<file path="config.mk">
export PLATFORM = sky130hd
export DESIGN_NAME = flag_condition_unit
export DESIGN_NICKNAME = d
export VERILOG_FILES = /design/src/rtl/flag_pkg.sv /design/src/rtl/cond_eval.sv /design/src/rtl/flag_condition_unit.sv
export SDC_FILE = /design/constraint.sdc
export NUM_CORES = 1
export LEC_CHECK = 0
export ABC_AREA = 1
export CAP_MARGIN = 0
export CORE_MARGIN = 2
export CORE_UTILIZATION = 60
export DETAILED_ROUTE_END_ITERATION = 8
export DONT_BUFFER_PORTS = 1
export PLACE_DENSITY = 0.75
export SETUP_SLACK_MARGIN = 0.1
export SLEW_MARGIN = 15
export SYNTH_ARGS = -nofsm -noshare
export SYNTH_HDL_FRONTEND = slang
export SYNTH_HIERARCHICAL = 1
export SYNTH_SLANG_ARGS = --single-unit
</file>
<file path="constraint.sdc">
create_clock -name clk -period 2 [get_ports clk]
set_input_delay 0.2 -clock clk [delete_from_list [all_inputs] [get_ports clk]]
set_output_delay 0.2 -clock clk [all_outputs]
set_load 0.01 [all_outputs]
</file>
<file path="src/rtl/flag_pkg.sv">
// rtl/flag_pkg.sv - shared condition-code encodings, flag bit indices and FSM state type
package flag_pkg;

  typedef enum logic [3:0] {
    COND_EQ = 4'd0,
    COND_NE = 4'd1,
    COND_CS = 4'd2,
    COND_CC = 4'd3,
    COND_MI = 4'd4,
    COND_PL = 4'd5,
    COND_VS = 4'd6,
    COND_VC = 4'd7,
    COND_HI = 4'd8,
    COND_LS = 4'd9,
    COND_GE = 4'd10,
    COND_LT = 4'd11,
    COND_GT = 4'd12,
    COND_LE = 4'd13,
    COND_AL = 4'd14,
    COND_NV = 4'd15
  } cond_e;

  localparam int FLAG_N = 3;
  localparam int FLAG_Z = 2;
  localparam int FLAG_C = 1;
  localparam int FLAG_V = 0;

  typedef enum logic {
    ST_EMPTY = 1'b0,
    ST_FULL  = 1'b1
  } state_e;

endpackage

</file>
<file path="src/rtl/cond_eval.sv">
// rtl/cond_eval.sv - combinational condition-code evaluator over an {N,Z,C,V} flag vector
module cond_eval
  import flag_pkg::*;
(
  input  logic [3:0] flags,
  input  cond_e      cond,
  output logic       pass
);

  logic n, z, c, v;

  assign n = flags[FLAG_N];
  assign z = flags[FLAG_Z];
  assign c = flags[FLAG_C];
  assign v = flags[FLAG_V];

  always_comb begin
    pass = 1'b0;
    case (cond)
      COND_EQ: pass = z;
      COND_NE: pass = ~z;
      COND_CS: pass = c;
      COND_CC: pass = ~c;
      COND_MI: pass = n;
      COND_PL: pass = ~n;
      COND_VS: pass = v;
      COND_VC: pass = ~v;
      COND_HI: pass = c & ~z;
      COND_LS: pass = ~c | z;
      COND_GE: pass = (n == v);
      COND_LT: pass = (n != v);
      COND_GT: pass = ~z & (n == v);
      COND_LE: pass = z | (n != v);
      COND_AL: pass = 1'b1;
      COND_NV: pass = 1'b0;
    endcase
  end

endmodule

</file>
<file path="src/rtl/flag_condition_unit.sv">
// rtl/flag_condition_unit.sv - NZCV register plus handshaked condition evaluation; FLAG_BYPASS_EN forwards same-cycle flag writes
module flag_condition_unit
  import flag_pkg::*;
#(
  parameter int CNT_W = 8
) (
  input  logic             clk,
  input  logic             rst_n,
  input  logic             flag_we,
  input  logic             z_in,
  input  logic             n_in,
  input  logic             v_in,
  input  logic             c_in,
  input  logic             req_valid,
  output logic             req_ready,
  input  logic [3:0]       req_cond,
  output logic             res_valid,
  input  logic             res_ready,
  output logic             res_pass,
  output logic [3:0]       flags_q,
  output logic [CNT_W-1:0] fail_cnt
);

  localparam logic [CNT_W-1:0] CNT_MAX = {CNT_W{1'b1}};
  localparam logic [CNT_W-1:0] CNT_ONE = {{(CNT_W-1){1'b0}}, 1'b1};

  state_e     state_q, state_d;
  logic [3:0] flags_in;
  logic [3:0] eval_flags;
  logic       eval_pass;
  logic       accept;

  assign flags_in = {n_in, z_in, c_in, v_in};

`ifdef FLAG_BYPASS_EN
  assign eval_flags = flag_we ? flags_in : flags_q;
`else
  assign eval_flags = flags_q;
`endif

  cond_eval u_cond_eval (
    .flags (eval_flags),
    .cond  (cond_e'(req_cond)),
    .pass  (eval_pass)
  );

  assign req_ready = (state_q == ST_EMPTY) | res_ready;
  assign res_valid = (state_q == ST_FULL);
  assign accept    = req_valid & req_ready;

  always_comb begin
    state_d = state_q;
    case (state_q)
      ST_EMPTY: if (req_valid) state_d = ST_FULL;
      ST_FULL:  if (res_ready) state_d = req_valid ? ST_FULL : ST_EMPTY;
      default:  state_d = ST_EMPTY;
    endcase
  end

  always_ff @(posedge clk or negedge rst_n) begin
    if (!rst_n) begin
      state_q  <= ST_EMPTY;
      flags_q  <= 4'b0000;
      res_pass <= 1'b0;
      fail_cnt <= '0;
    end else begin
      state_q <= state_d;
      if (flag_we) flags_q <= flags_in;
      // res_pass only moves on acceptance, so a stalled result survives flag writes
      if (accept) begin
        res_pass <= eval_pass;
        if (!eval_pass && fail_cnt != CNT_MAX) fail_cnt <= fail_cnt + CNT_ONE;
      end
    end
  end

endmodule

</file>
=== After elaboration in Yosys (flattened, before gate mapping) ===
Cells that the tools add are included.

* Add/sub/neg operators: 1
* Equal/unequal tests: 18
* Multiplexer cells: 4
* Bitwise operators: 11
* Reduce and logical (&&, ||, !) cells: 4

{| class="wikitable"
|+ Operator list
! cell !! count
|-
| equality test 4 bit (second input constant) || 8
|-
| equality test 4 x 3 -> 1 bit (second input constant) || 4
|-
| case mux 1 bit (16 select lines) || 1
|-
| adder 8 x 1 -> 8 bit (second input constant) || 1
|-
| equality test 4 x 2 -> 1 bit (second input constant) || 2
|-
| != test 8 bit (second input constant) || 1
|-
| NOT 1 bit || 5
|-
| equality test 4 x 1 -> 1 bit (second input constant) || 1
|-
| logical NOT 4 bit || 1
|-
| bitwise AND 1 bit || 3
|-
| bitwise OR 1 bit || 3
|-
| 2-to-1 mux 1 bit || 2
|-
| case mux 1 bit (2 select lines) || 1
|-
| AND reduction 2 bit || 1
|-
| equality test 1 bit || 1
|-
| logical AND 1 bit || 1
|-
| logical NOT 1 bit || 1
|-
| != test 1 bit || 1
|}

* Bits in registers: 14
* Output and inout port bits: 15

=== Depth between registers and ports, before layout ===
* Depth in word-level cells: 6
* Gate-level depth with buffers: 16
* Depth with buffers taken out: 16

=== Hierarchy ===
Netlist, hierarchy kept.

{| class="wikitable"
|+ By module, submodules not included
! module !! instances !! cells an instance !! area each (um^2) !! seq. area each (um^2)
|-
| flag_condition_unit || 1 || 84 || 724.4 || 350.3
|-
| cond_eval || 1 || 45 || 205.2 || 0.0
|}

=== Worst setup path before layout ===
No wires, ideal clock.

* Path kind: reg-to-reg
* From: register flags_q[0]
* To: register fail_cnt[2]
* Setup time: 0.122 ns
* Data arrival time: 1.422 ns
* Path slack: 0.457 ns
* Cell stages (with the launch flop): 16
* Path through: dfrtp_1 -> inv_2 -> nand2_1 -> nand2_1 -> nand3_1 -> nand2_1 -> nand2_1 -> nand3_1 -> nand2_1 -> nand3_2 -> inv_1 -> nand3_1 -> inv_1 -> nand2_4 -> nand2_1 -> o21ai_2

* Longest elaborated chain between the ends: 6
* Elaborated cells between the ends (all ways): 9
* Classes of those cells: eq/ne (2); mux (1); bitwise (3); reduce/logical (3)

{| class="wikitable"
|+ RTL lines
! item !! RTL line !! source
|-
| start, declared || flag_condition_unit.sv:20 || <nowiki>output logic [3:0] flags_q,</nowiki>
|-
| start signal, assigned || flag_condition_unit.sv:68 || <nowiki>if (flag_we) flags_q <= flags_in;</nowiki>
|-
| != test 1 bit / equality test 1 bit (equally long branches) || n/a ||
|-
| bitwise OR 1 bit / bitwise AND 1 bit (equally long branches) || cond_eval.sv:33, cond_eval.sv:32 ||
|-
| case mux 1 bit (16 select lines) (*) || cond_eval.sv:19 || <nowiki>case (cond)</nowiki>
|-
| named net eval_pass || flag_condition_unit.sv:30 || <nowiki>logic eval_pass;</nowiki>
|-
| logical NOT 1 bit (*) || flag_condition_unit.sv:72 || <nowiki>if (!eval_pass && fail_cnt != CNT_MAX) fail_cnt <= fail_cnt + CNT_ONE;</nowiki>
|-
| logical AND 1 bit (*) || flag_condition_unit.sv:72 ||
|-
| AND reduction 2 bit (no line) (*) || n/a ||
|-
| end signal, assigned || flag_condition_unit.sv:72 ||
|-
| end, declared || flag_condition_unit.sv:21 || <nowiki>output logic [CNT_W-1:0] fail_cnt</nowiki>
|}

The timed path passes the listed nets; every way through them passes the cells marked *.
A chain may end at the register's enable or synchronous reset.

=== Worst setup path in the final report ===
Same ends and word-level chain as after synthesis.

==> results.py <==
metrics = {
    "synthesis": {
        "synth-seq-cells": 14,
        "synth_cells": 129,
        "syn_area_um2": 929.6,
        "ys_dominant_reg_cell": "dfrtp_1",
        "synth_area_per_cell_um2": 7.207,
        "yosys_warnings": 6,
        "yosysTopAreaCell": "dfrtp_1",
        "netlist_top_cells_area": "dfrtp_1 (38%), nand2_1 (21%), nand3_1 (6.5%)",
        "syn-num-nets": 143,
        "synthArstFlopShare_pct": 100.0,
        "ys_types": 23,
        "yosysTopAreaCellShare_pct": 37.69,
        "ys_seq_area_share_pct": 37.69,
        "synth_edf_count": 0,
    },
    "critical_path": {
        "crit_path_end_kind": "flop",
        "arrival_ps": 1840,
        "rr_worst_depth": 14,
        "critPathMaxFanout": 9,
        "worst_setup_path_start_kind": "flop",
        "crit_type": "flop to flop",
        "reg2reg_to": "fail_cnt[2]$_DFFE_PN0P_",
        "required_ps": 2170,
        "reg2reg_from": "flags_q[0]$_DFFE_PN0P_",
        "r2r_slack_ps": 330,
    },
    "clock_network": {
        "cts_root_buf": "clkbuf_4",
        "cts_buffer_depth": 2,
        "cts.sinks": 14,
        "path_clk_slew_ps": 80,
        "cts_tree": "yes",
        "cts_buffers": 3,
        "htree_levels": 1,
        "clk_latency_ps": 280,
    },
    "power_and_ir_drop": {
        "power.share.clock_pct": 23.2,
        "cellPowerDensity_nw_per_um2": 846.3,
        "switchingPower_w": 0.0003183,
        "ir_drop_v": 0.0005407,
        "power_frac_seq_pct": 51.6,
        "internal_power_w": 0.0005374,
        "comb_power_share_pct": 25.2,
        "power.leakage_nw": 0.5459,
        "switching_share_pct": 37.20,
    },
    "cells_and_area": {
        "synthToLayoutAreaGrowth_pct": 8.748,
        "stdcell_count": 150,
        "final_cell_mix": "nand2_1 (52), inv_1 (13), dfrtp_1 (12)",
        "layout_commonest_cell": "nand2_1",
        "final_nets": 149,
        "drive_gt1_share_pct": 19.40,
        "diodes": 0,
        "post-route-cell-area_um2": 1011,
    },
    "global_route": {
        "grt_pass1_vias": 666,
        "grt_overflow": 0,
        "grt_max_degree": 15,
        "grt_pass1_wl_um": 2891,
        "grt_antenna_before_repair": 0,
        "track_usage_pct": 20.65,
    },
    "flow_run": {
        "drv_cap": 0,
    },
    "routing": {
        "wl_met2_um": 796,
        "dr.pass1.iters": 4,
        "drt_iter0_markers": 11,
        "top_layer_used": "met4",
        "route.vias.total": 810,
        "detail_route.drc_violations": 0,
        "wl_per_cell_um": 11.67,
        "via_per_inst": 5.400,
        "met3_length_um": 163,
        "met1Wirelength_um": 757,
        "postRouteAntennaNets": 0,
        "wl_um": 1750,
    },
    "floorplanning": {
        "dieArea_um2": 1880,
        "initial_core_util_pct": 63.18,
        "rows": 14,
        "ios": 28,
        "core-area_um2": 1471,
        "die-height_um": 43.36,
        "die_w_um": 43.36,
    },
    "placement": {
        "gp_congestion": 0.9022,
        "dp_cells": 145,
        "placed_cell_area_um2": 949.7,
        "hpwl_um": 1356,
        "place.port_buffers": 0,
    },
    "timing": {
        "max_freq_ghz": 0.5989,
        "period_needed_ps": 1670,
        "maxSlewViolCount": 0,
        "hold_violations": 0,
        "rsz0062_at_grt": "false",
        "finalSetupViolCount": 0,
        "slew_headroom_pct": 58.92,
        "period_share_pct": 83.48,
        "setup_tns_ps": 0,
        "fin_skew_ps": 2.411,
        "tightestPinTransition_ps": 614.2,
    },
    "outcome": {
        "status": "finished clean",
    },
    "worst_hold_path": {
        "hold_depth": 2,
        "worst_hold_path_type": "input port to flop",
        "min_to": "res_valid$_DFF_PN0_",
        "hold_start": "req_valid",
    },
}
## worst max path at each step
stage / slack (ps) / startpoint / endpoint / cells after the start
after floorplan: 460 / flags_q[0]$_DFFE_PN0P_ / fail_cnt[2]$_DFFE_PN0P_ / 15
after global placement: 310 / flags_q[0]$_DFFE_PN0P_ / fail_cnt[2]$_DFFE_PN0P_ / 15
after detailed placement: 230 / flags_q[3]$_DFFE_PN0P_ / fail_cnt[5]$_DFFE_PN0P_ / 14
after CTS: 210 / flags_q[3]$_DFFE_PN0P_ / fail_cnt[0]$_DFFE_PN0P_ / 14
after global routing: 120 / flags_q[0]$_DFFE_PN0P_ / fail_cnt[2]$_DFFE_PN0P_ / 15
final: 330 / flags_q[0]$_DFFE_PN0P_ / fail_cnt[2]$_DFFE_PN0P_ / 14
## routing by layer
metal	vias up	GRT usage, %
li1	418	-
met1	362	27.17
met2	25	31.04
met3	5	7.083
met4	0	9.091
met5	-	0
## registers in the layout (all words and copies together), names as in the netlist
| name | flops |
|---|---|
| fail_cnt | 8 |
| flags_q | 4 |
| res_pass | 1 |
| res_valid | 1 |
## power by group through the flow
stage	combinational (W)	clock (W)	sequential [W]
2_1_floorplan	0.000179	0	0.000428
3_3_place_gp	0.000199	0	0.000445
3_5_place_dp	0.000207	0	0.000448
4_1_cts	0.000215	0.000207	0.000442
5_1_grt	0.000253	0.000218	0.000456
6_report	0.000215	0.000199	0.000442
## worst max-delay path: stages (launching register included)
cell     delay (ps)
dfrtp_2         480
nand2_1         110
nand2_1          80
nand3_1          80
nand2_1          50
nand2_1          50
nand3_1          70
nand2_1          70
nand3_2          50
inv_1            60
nand3_2         110
inv_2           100
nand2_4          90
nand2_1          90
o21ai_2          50
## cells by family (layout without fill, tap and decap cells)
family                   Yosys count  after routing  share of synthesized area (%)
XOR/XNOR                           3              3                          2.827
adder cells (fa/ha/maj)            1              1                          1.346
flip-flops                        14             14                          37.69
AND/OR/NAND/NOR                   80             80                          39.70
buffers and inverters             17             22                          6.864
multiplexers                       4              4                          4.845
AO/OA/AOI/OAI                     10             10                          6.729
## Yosys cell counts, types with 2 or more instances
library cell,count
nand3_1,12
o211ai_1,2
a21oi_1,2
xor2_1,2
inv_2,2
inv_1,15
nor2_1,6
nand2_2,2
nor2_2,3
o21ai_1,2
mux2_2,4
nand2_1,52
o21ai_0,2
dfrtp_1,14
## final cells by class
class | instances | area, µm²
inverter | 17 | 63.81
timing repair buffer | 1 | 10.01
fill | 140 | 460.4
tap | 16 | 20.02
sequential | 14 | 352.8
clock buffer | 4 | 36.28
multi-input combinational | 98 | 528.0
## per-stage QoR
step,hold slack (ps),utilization [%],power [W],setup slack [ps]
after global routing,48.52,68.71,0.0009277,123.0
after detailed placement,-95.04,64.54,0.0006544,230.9
after global placement,-95.03,64.54,0.0006442,305.6
final,25.18,68.71,0.0008556,330.3
after floorplan,-95.59,-,0.0006067,456.6
after CTS,14.79,67.69,0.0008639,208.9
## repair_timing
action,in CTS,in global routing
buffers inserted,0,0
gates resized for setup,0,6
endpoints found under the setup margin,0,8
endpoints found under the hold margin,14,0
hold buffers,1,0
Note: power is estimated with default switching activity, not from simulation.
